**config.mk**
```make
export PLATFORM = sky130hd
export DESIGN_NAME = if_fetch_predict
export DESIGN_NICKNAME = d
export VERILOG_FILES = /design/src/rtl/if_fetch_predict_pkg.sv /design/src/rtl/if_fetch_predict_bht_btb.sv /design/src/rtl/if_fetch_predict.sv
export SDC_FILE = /design/constraint.sdc
export NUM_CORES = 1
export LEC_CHECK = 0
export CORE_AREA = 2 2 103 105
export CTS_CLUSTER_SIZE = 24
export DETAILED_ROUTE_END_ITERATION = 12
export DIE_AREA = 0 0 105 107
export GPL_ROUTABILITY_DRIVEN = 0
export HOLD_SLACK_MARGIN = 0.12
export PLACE_DENSITY = 0.84
export SYNTH_ARGS = -nofsm -noshare
export SYNTH_HDL_FRONTEND = slang
export SYNTH_HIERARCHICAL = 1
export SYNTH_SLANG_ARGS = --single-unit
```
**constraint.sdc**
```tcl
create_clock -name clk -period 4.31 [get_ports clk]
set_clock_uncertainty 0.2 [all_clocks]
set_input_delay 0.862 -clock clk [delete_from_list [all_inputs] [get_ports clk]]
set_output_delay 0.862 -clock clk [all_outputs]
set_load 0.05 [all_outputs]
```
**src/rtl/if_fetch_predict_pkg.sv**
```systemverilog
// Shared constants and types for the instruction-fetch stage and its branch predictor.
package if_fetch_predict_pkg;

    localparam logic [31:0] NOP_INST         = 32'h0000_0013;
    localparam logic [31:0] RESET_PC_DEFAULT = 32'h0000_0000;

    typedef enum logic [1:0] {
        CNT_STRONG_NT = 2'b00,
        CNT_WEAK_NT   = 2'b01,
        CNT_WEAK_T    = 2'b10,
        CNT_STRONG_T  = 2'b11
    } cnt_e;

    localparam cnt_e CNT_RESET = CNT_WEAK_NT;

    // Saturating 2-bit direction counter step.
    function automatic cnt_e cnt_train(input cnt_e c, input logic taken);
        if (taken) begin
            return (c == CNT_STRONG_T) ? CNT_STRONG_T : cnt_e'(c + 2'd1);
        end
        return (c == CNT_STRONG_NT) ? CNT_STRONG_NT : cnt_e'(c - 2'd1);
    endfunction

endpackage

```
**src/rtl/if_fetch_predict_bht_btb.sv**
```systemverilog
// Direct-mapped branch target buffer with 2-bit counters: one lookup port, one training port.
module if_fetch_predict_bht_btb
    import if_fetch_predict_pkg::*;
#(
    parameter int ENTRIES = 64
) (
    input  logic        clk,
    input  logic        rst,
    input  logic [31:0] lkp_pc_i,
    output logic        lkp_hit_o,
    output logic [31:0] lkp_target_o,
    input  logic        upd_valid_i,
    input  logic [31:0] upd_pc_i,
    input  logic        upd_taken_i,
    input  logic [31:0] upd_target_i
);

    localparam int IDX  = $clog2(ENTRIES);
    localparam int TAGW = 30 - IDX;

    cnt_e             cnt_q [ENTRIES];
    logic [ENTRIES-1:0] valid_q;
    logic [TAGW-1:0]  tag_q [ENTRIES];
    logic [31:0]      tgt_q [ENTRIES];

    logic [IDX-1:0]   lkp_idx, upd_idx;
    logic [TAGW-1:0]  lkp_tag, upd_tag;
    logic             unused_bits;

    assign lkp_idx = lkp_pc_i[IDX+1:2];
    assign lkp_tag = lkp_pc_i[31:IDX+2];
    assign upd_idx = upd_pc_i[IDX+1:2];
    assign upd_tag = upd_pc_i[31:IDX+2];
    assign unused_bits = ^{lkp_pc_i[1:0], upd_pc_i[1:0]};

    assign lkp_hit_o    = valid_q[lkp_idx] && (tag_q[lkp_idx] == lkp_tag)
                          && (cnt_q[lkp_idx] >= CNT_WEAK_T);
    assign lkp_target_o = tgt_q[lkp_idx];

    always_ff @(posedge clk) begin
        if (rst) begin
            for (int e = 0; e < ENTRIES; e++) begin
                cnt_q[e] <= CNT_RESET;
            end
            valid_q <= '0;
        end else if (upd_valid_i) begin
            cnt_q[upd_idx] <= cnt_train(cnt_q[upd_idx], upd_taken_i);
            if (upd_taken_i) begin
                valid_q[upd_idx] <= 1'b1;
            end
        end
    end

    // Tag and target are qualified by valid, so they need no reset.
    always_ff @(posedge clk) begin
        if (!rst && upd_valid_i && upd_taken_i) begin
            tag_q[upd_idx] <= upd_tag;
            tgt_q[upd_idx] <= upd_target_i;
        end
    end

endmodule

```
**src/rtl/if_fetch_predict.sv**
```systemverilog
// Fetch stage: PC register, next-PC priority mux and bubble insertion into IF/ID.
// IF_BRANCH_PREDICT_EN builds the BHT/BTB; otherwise fetch is always sequential.
module if_fetch_predict
    import if_fetch_predict_pkg::*;
#(
    parameter logic [31:0] RESET_PC    = RESET_PC_DEFAULT,
    parameter int          BHT_ENTRIES = 64
) (
    input  logic        clk,
    input  logic        rst,
    input  logic        stall,
    input  logic        redirect_valid,
    input  logic [31:0] redirect_pc,
    input  logic        upd_valid,
    input  logic [31:0] upd_pc,
    input  logic        upd_taken,
    input  logic [31:0] upd_target,
    output logic [31:0] imem_addr,
    input  logic [31:0] imem_rdata,
    input  logic        imem_ready,
    output logic [31:0] if_pc,
    output logic [31:0] if_next_pc,
    output logic [31:0] if_inst,
    output logic        if_predicted_bit
);

    logic [31:0] pc_q, pc_d;
    logic [31:0] seq_pc, pred_pc;
    logic        pred_hit;
    logic        bubble;

    assign seq_pc = pc_q + 32'd4;

`ifdef IF_BRANCH_PREDICT_EN
    logic [31:0] btb_target;

    if_fetch_predict_bht_btb #(
        .ENTRIES(BHT_ENTRIES)
    ) u_bht_btb (
        .clk          (clk),
        .rst          (rst),
        .lkp_pc_i     (pc_q),
        .lkp_hit_o    (pred_hit),
        .lkp_target_o (btb_target),
        .upd_valid_i  (upd_valid),
        .upd_pc_i     (upd_pc),
        .upd_taken_i  (upd_taken),
        .upd_target_i (upd_target)
    );

    assign pred_pc = pred_hit ? btb_target : seq_pc;
`else
    localparam int unused_entries = BHT_ENTRIES;
    logic unused_upd;

    assign unused_upd = ^{upd_valid, upd_pc, upd_taken, upd_target};
    assign pred_hit   = 1'b0;
    assign pred_pc    = seq_pc;
`endif

    assign bubble = !imem_ready || redirect_valid;

    assign imem_addr        = pc_q;
    assign if_pc            = pc_q;
    assign if_next_pc       = bubble ? pc_q : pred_pc;
    assign if_inst          = bubble ? NOP_INST : imem_rdata;
    assign if_predicted_bit = !bubble && pred_hit;

    // Redirect overrides stall; a miss holds the PC just like a stall.
    always_comb begin
        pc_d = pred_pc;
        if (redirect_valid) begin
            pc_d = redirect_pc;
        end else if (stall || !imem_ready) begin
            pc_d = pc_q;
        end
    end

    always_ff @(posedge clk) begin
        if (rst) begin
            pc_q <= RESET_PC;
        end else begin
            pc_q <= pc_d;
        end
    end

endmodule
```
## Word-level counts from Yosys, hierarchy flattened

Index checks and enable logic that the tools add are counted.

| operators by class | value |
|---|---|
| reduce and logical (&&, ||, !) cells | 3 |
| mux-type cells | 4 |
| add/sub/neg operators | 1 |
| eq/ne operators | 1 |

Operators by type and width:

| operator | count |
|---|---|
| $mux W32 | 4 |
| $add A32 B3 Y32 const B | 1 |
| $logic_or A1 B1 Y1 | 2 |
| $ne A2 B2 Y1 const B | 1 |
| $logic_not A1 Y1 | 1 |

| word-level totals | value |
|---|---|
| logic and storage cells | 10 |
| flip-flop bits (word level) | 32 |

## Depth between registers and ports, before layout

| depth | value |
|---|---|
| depth after elaboration | 4 |
| gate-level depth with buffers | 7 |
| gate-level depth less buffers | 5 |

## Worst setup path after synthesis

No wires, ideal clock.

| timing | value |
|---|---|
| kind | input-to-output |
| start | input redirect_valid |
| end | output if_next_pc[31] |
| setup slack | 0.552 ns |
| stages on the path | 6 |
| arrival | 2.696 ns |
| cell sequence | buf_2 > nand2b_4 > buf_6 > nor3_1 > nand4_1 > xnor2_1 |

| on the way | value |
|---|---|
| word-level cells in the longest chain between the ends | 2 |

RTL lines:

| item | RTL line | source |
|---|---|---|
| start, declared | if_fetch_predict.sv:12 | `input logic redirect_valid,` |
| $logic_or A1 B1 Y1 | if_fetch_predict.sv:61 | `assign bubble = !imem_ready \|\| redirect_valid;` |
| $mux W32 | if_fetch_predict.sv:65 | `assign if_next_pc = bubble ? pc_q : pred_pc;` |
| end, declared | if_fetch_predict.sv:22 | `output logic [31:0] if_next_pc,` |

Every way passes these cells.

## Worst setup path after layout

| timing | value |
|---|---|
| start | input imem_ready |
| end | output if_next_pc[12] |

| on the way | value |
|---|---|
| word-level cells in the longest chain between the ends | 3 |

RTL lines:

| item | RTL line | source |
|---|---|---|
| start, declared | if_fetch_predict.sv:20 | `input logic imem_ready,` |
| $logic_not A1 Y1 | if_fetch_predict.sv:61 |  |
| $logic_or A1 B1 Y1 | if_fetch_predict.sv:61 |  |
| $mux W32 | if_fetch_predict.sv:65 |  |

Every way passes these cells.

==> flow_metrics.env <==
export IMPL_min_path_type="flop to flop"
export IMPL_crit_chain="clkdlybuf4s50_1, nand2b_4, or2_2, nor3_1, xor2_1, buf_12"
export IMPL_yosysUniqueCellTypes=52
export IMPL_cp_top_family="buffers and inverters"
export IMPL_syn_inst=416
export IMPL_clkSinkCount=32
export IMPL_synth_compound_gate_area_share_pct=12.77
export IMPL_grt_pass1_vias=3585
export IMPL_synth_simple_area_share_pct=38.42
export IMPL_grt_pass1_wl_microns=17960
export IMPL_diodes=0
export IMPL_layout_common_cells="clkdlybuf4s50_1, buf_12, and2_1, nor2_1, dfxtp_1"
export IMPL_power_density_nw_per_um2=232.4
export IMPL_end_kind="output port"
export IMPL_ant_nets=0
export IMPL_dp_hpwl_microns=8971
export IMPL_via_per_inst=5.282
export IMPL_post_route_min_period_ps=3796
export IMPL_crit_slowest_cell="clkdlybuf4s50_1"
export IMPL_cp_slowest_stage_delay_ps=620
export IMPL_max_cap_viol_count=0
export IMPL_timing_final_crit_share_pct=88.08
export IMPL_drc_errors=0
export IMPL_num_vias=3639
export IMPL_setup_viol=0
export IMPL_port_buffers=196
export IMPL_tns_ps=0
export IMPL_synthTopCellsByArea="dfxtp_1, buf_4, xnor2_1, and2_1, nand4_1"
export IMPL_post_cts_resized=0
export IMPL_grt_busiest_layer="met2"
export IMPL_grt_overflow=0
export IMPL_ios=264
export IMPL_muxShareOfSynthArea_pct=0.6364
export IMPL_crit_arrival_ps=2730
export IMPL_tightestPinTransition_ps=1040
export IMPL_rsz0062_at_grt="false"
export IMPL_layout_drive_gt1_share_pct=17.72
export IMPL_worstSetupStartpointType="primary input"
export IMPL_met2_usage_pct=36.27
export IMPL_final_nets=688
export IMPL_cts_reportedPaths_clkPinSlew_ps=80
export IMPL_synth_top_family_by_area="simple AND/OR/NAND/NOR gates"
export IMPL_p_total_mw=1.306
export IMPL_grt_max_degree=38
export IMPL_worstSkewPairLatency_ps=280
export IMPL_post_cts_buffers=0
export IMPL_yosys_area_share_xor_xnor_pct=11.42
export IMPL_wl_per_cell_microns=16.66
export IMPL_rows=37
export IMPL_avgSynthCellArea_sq_um=7.561
export IMPL_cts_max_path_buffers=2
export IMPL_initial_utilization_pct=31.17
export IMPL_max_slew_margin_pct=30.67
export IMPL_fmax_mhz=263.4
export IMPL_critPathBufInv=2
export IMPL_area_growth_syn_to_layout_pct=78.60
export IMPL_final_common_cell="clkdlybuf4s50_1"
export IMPL_cts_hold_buf=0
export IMPL_drtPass1Iterations=5
export IMPL_cts_root_buf="clkbuf_8"
export IMPL_die_h_microns=107
export IMPL_ys_seq_area_share_pct=20.37
export IMPL_largest_reg_flops=32
export IMPL_status="finished clean"
export IMPL_antenna_found_initial=0
export IMPL_core_sq_um=10090
export IMPL_grt_met3_usage_pct=5.532
export IMPL_critPathKind="primary input to output port"
export IMPL_synth_top_area_share_pct=20.37
export IMPL_hold_viol=0
export IMPL_syn_area_sq_um=3146
export IMPL_gr_usage_all_layers_pct=19.52
export IMPL_ir_worst_vdd_uv=105.6
export IMPL_yosys_warnings=6
export IMPL_cts_tree="yes"
export IMPL_met1_usage_pct=21.53
export IMPL_first_iter_violations=194
export IMPL_wl_microns=11480
export IMPL_finalMaxSlewViolations=0
export IMPL_yosysTopAreaCell="dfxtp_1"
export IMPL_die_x_microns=105
export IMPL_leakage_nw=2.099
export IMPL_syn_nets=552
export IMPL_numCtsBuffers=5
export IMPL_crit_fanout=8
export IMPL_dieArea_sq_um=11240
export IMPL_cts_max_level=2
export IMPL_required_ps=3250
export IMPL_synth_seq_cells=32
export IMPL_synth_fa_ha_area_share_pct=0.3978
routing by layer:
layer	vias up	wire (microns)
met5	-	0
met3	19	1104
li1	1693	-
met2	226	5941
met4	0	193
met1	1701	4239
per-stage QoR:
step	instance area [sq um]	setup WS (ps)	std cells	util, %	hold WS [ps]
after floorplan	3146	551.8	416	-	560.4
after global routing	5618	411.9	689	55.67	439.0
final	5618	513.6	689	55.67	368.2
after global placement	5510	551.8	681	54.60	354.3
after CTS	5618	510.9	689	55.67	376.7
after detailed placement	5510	517.0	681	54.60	360.8
Yosys cell counts (all sizes together):
master,instances
o221ai,5
buf,55
xnor2,31
or4b,1
nand4b,1
inv,9
or2,1
or4,1
and2,39
a311oi,2
conb,1
o31a,1
a2111oi,2
nor3,15
a211oi,11
a21oi,10
mux2i,2
a31o,1
nand4,26
a21o,1
a221oi,1
xor2,10
and4,6
o22ai,5
nor2b,3
nor4b,2
or3b,2
nor2,33
nand2,28
clkbuf,22
and3,8
ha,1
nand3,17
a31oi,12
o21bai,1
dfxtp,32
nand2b,7
nor4,6
nor4bb,2
a311o,3
worst min-delay path: stages, from the launching register on:
cell and delay, ps:
dfxtp_1 350, mux2i_1 130, nor2_1 50
path summary, 6_finish.rpt:
kind                                            start                      to  slack [ps]  cells past startpoint
worst max-delay path                       imem_ready          if_next_pc[12]         510                      6
worst min-delay path            if_pc[0]$_SDFFE_PP0P_   if_pc[0]$_SDFFE_PP0P_         370                      2
worst max register to register  if_pc[2]$_SDFFE_PP0N_  if_pc[26]$_SDFFE_PP0N_        2040                      6
worst min register to register  if_pc[0]$_SDFFE_PP0P_   if_pc[0]$_SDFFE_PP0P_         370                      2
report_power, final:
part | switching, mW | internal, mW | total [mW]
clock | 0.121 | 0.172 | 0.292
sequential | 0.0507 | 0.315 | 0.366
combinational | 0.369 | 0.279 | 0.647
total | 0.540 | 0.766 | 1.31
kinds of logic after synthesis:
kind of cell | count (synthesis)
buffers and inverters | 86
and+or+nand+nor | 198
AOI/OAI and AO/OA | 55
xor gates and xnor gates | 41
DFF | 32
other | 1
adders and majority gates | 1
muxes | 2
final cells by class:
class                           instances  area (sq um)
Inverter                                9         33.78
Timing Repair Buffer                  206          2658
Multi-Input combinational cell        298          2008
Fill cell                             899          4474
Clock buffer                            6         72.57
Sequential cell                        32         640.6
Tap cell                              136         170.2
Clock inverter                          2         35.03
(Power assumes the default switching activity.)
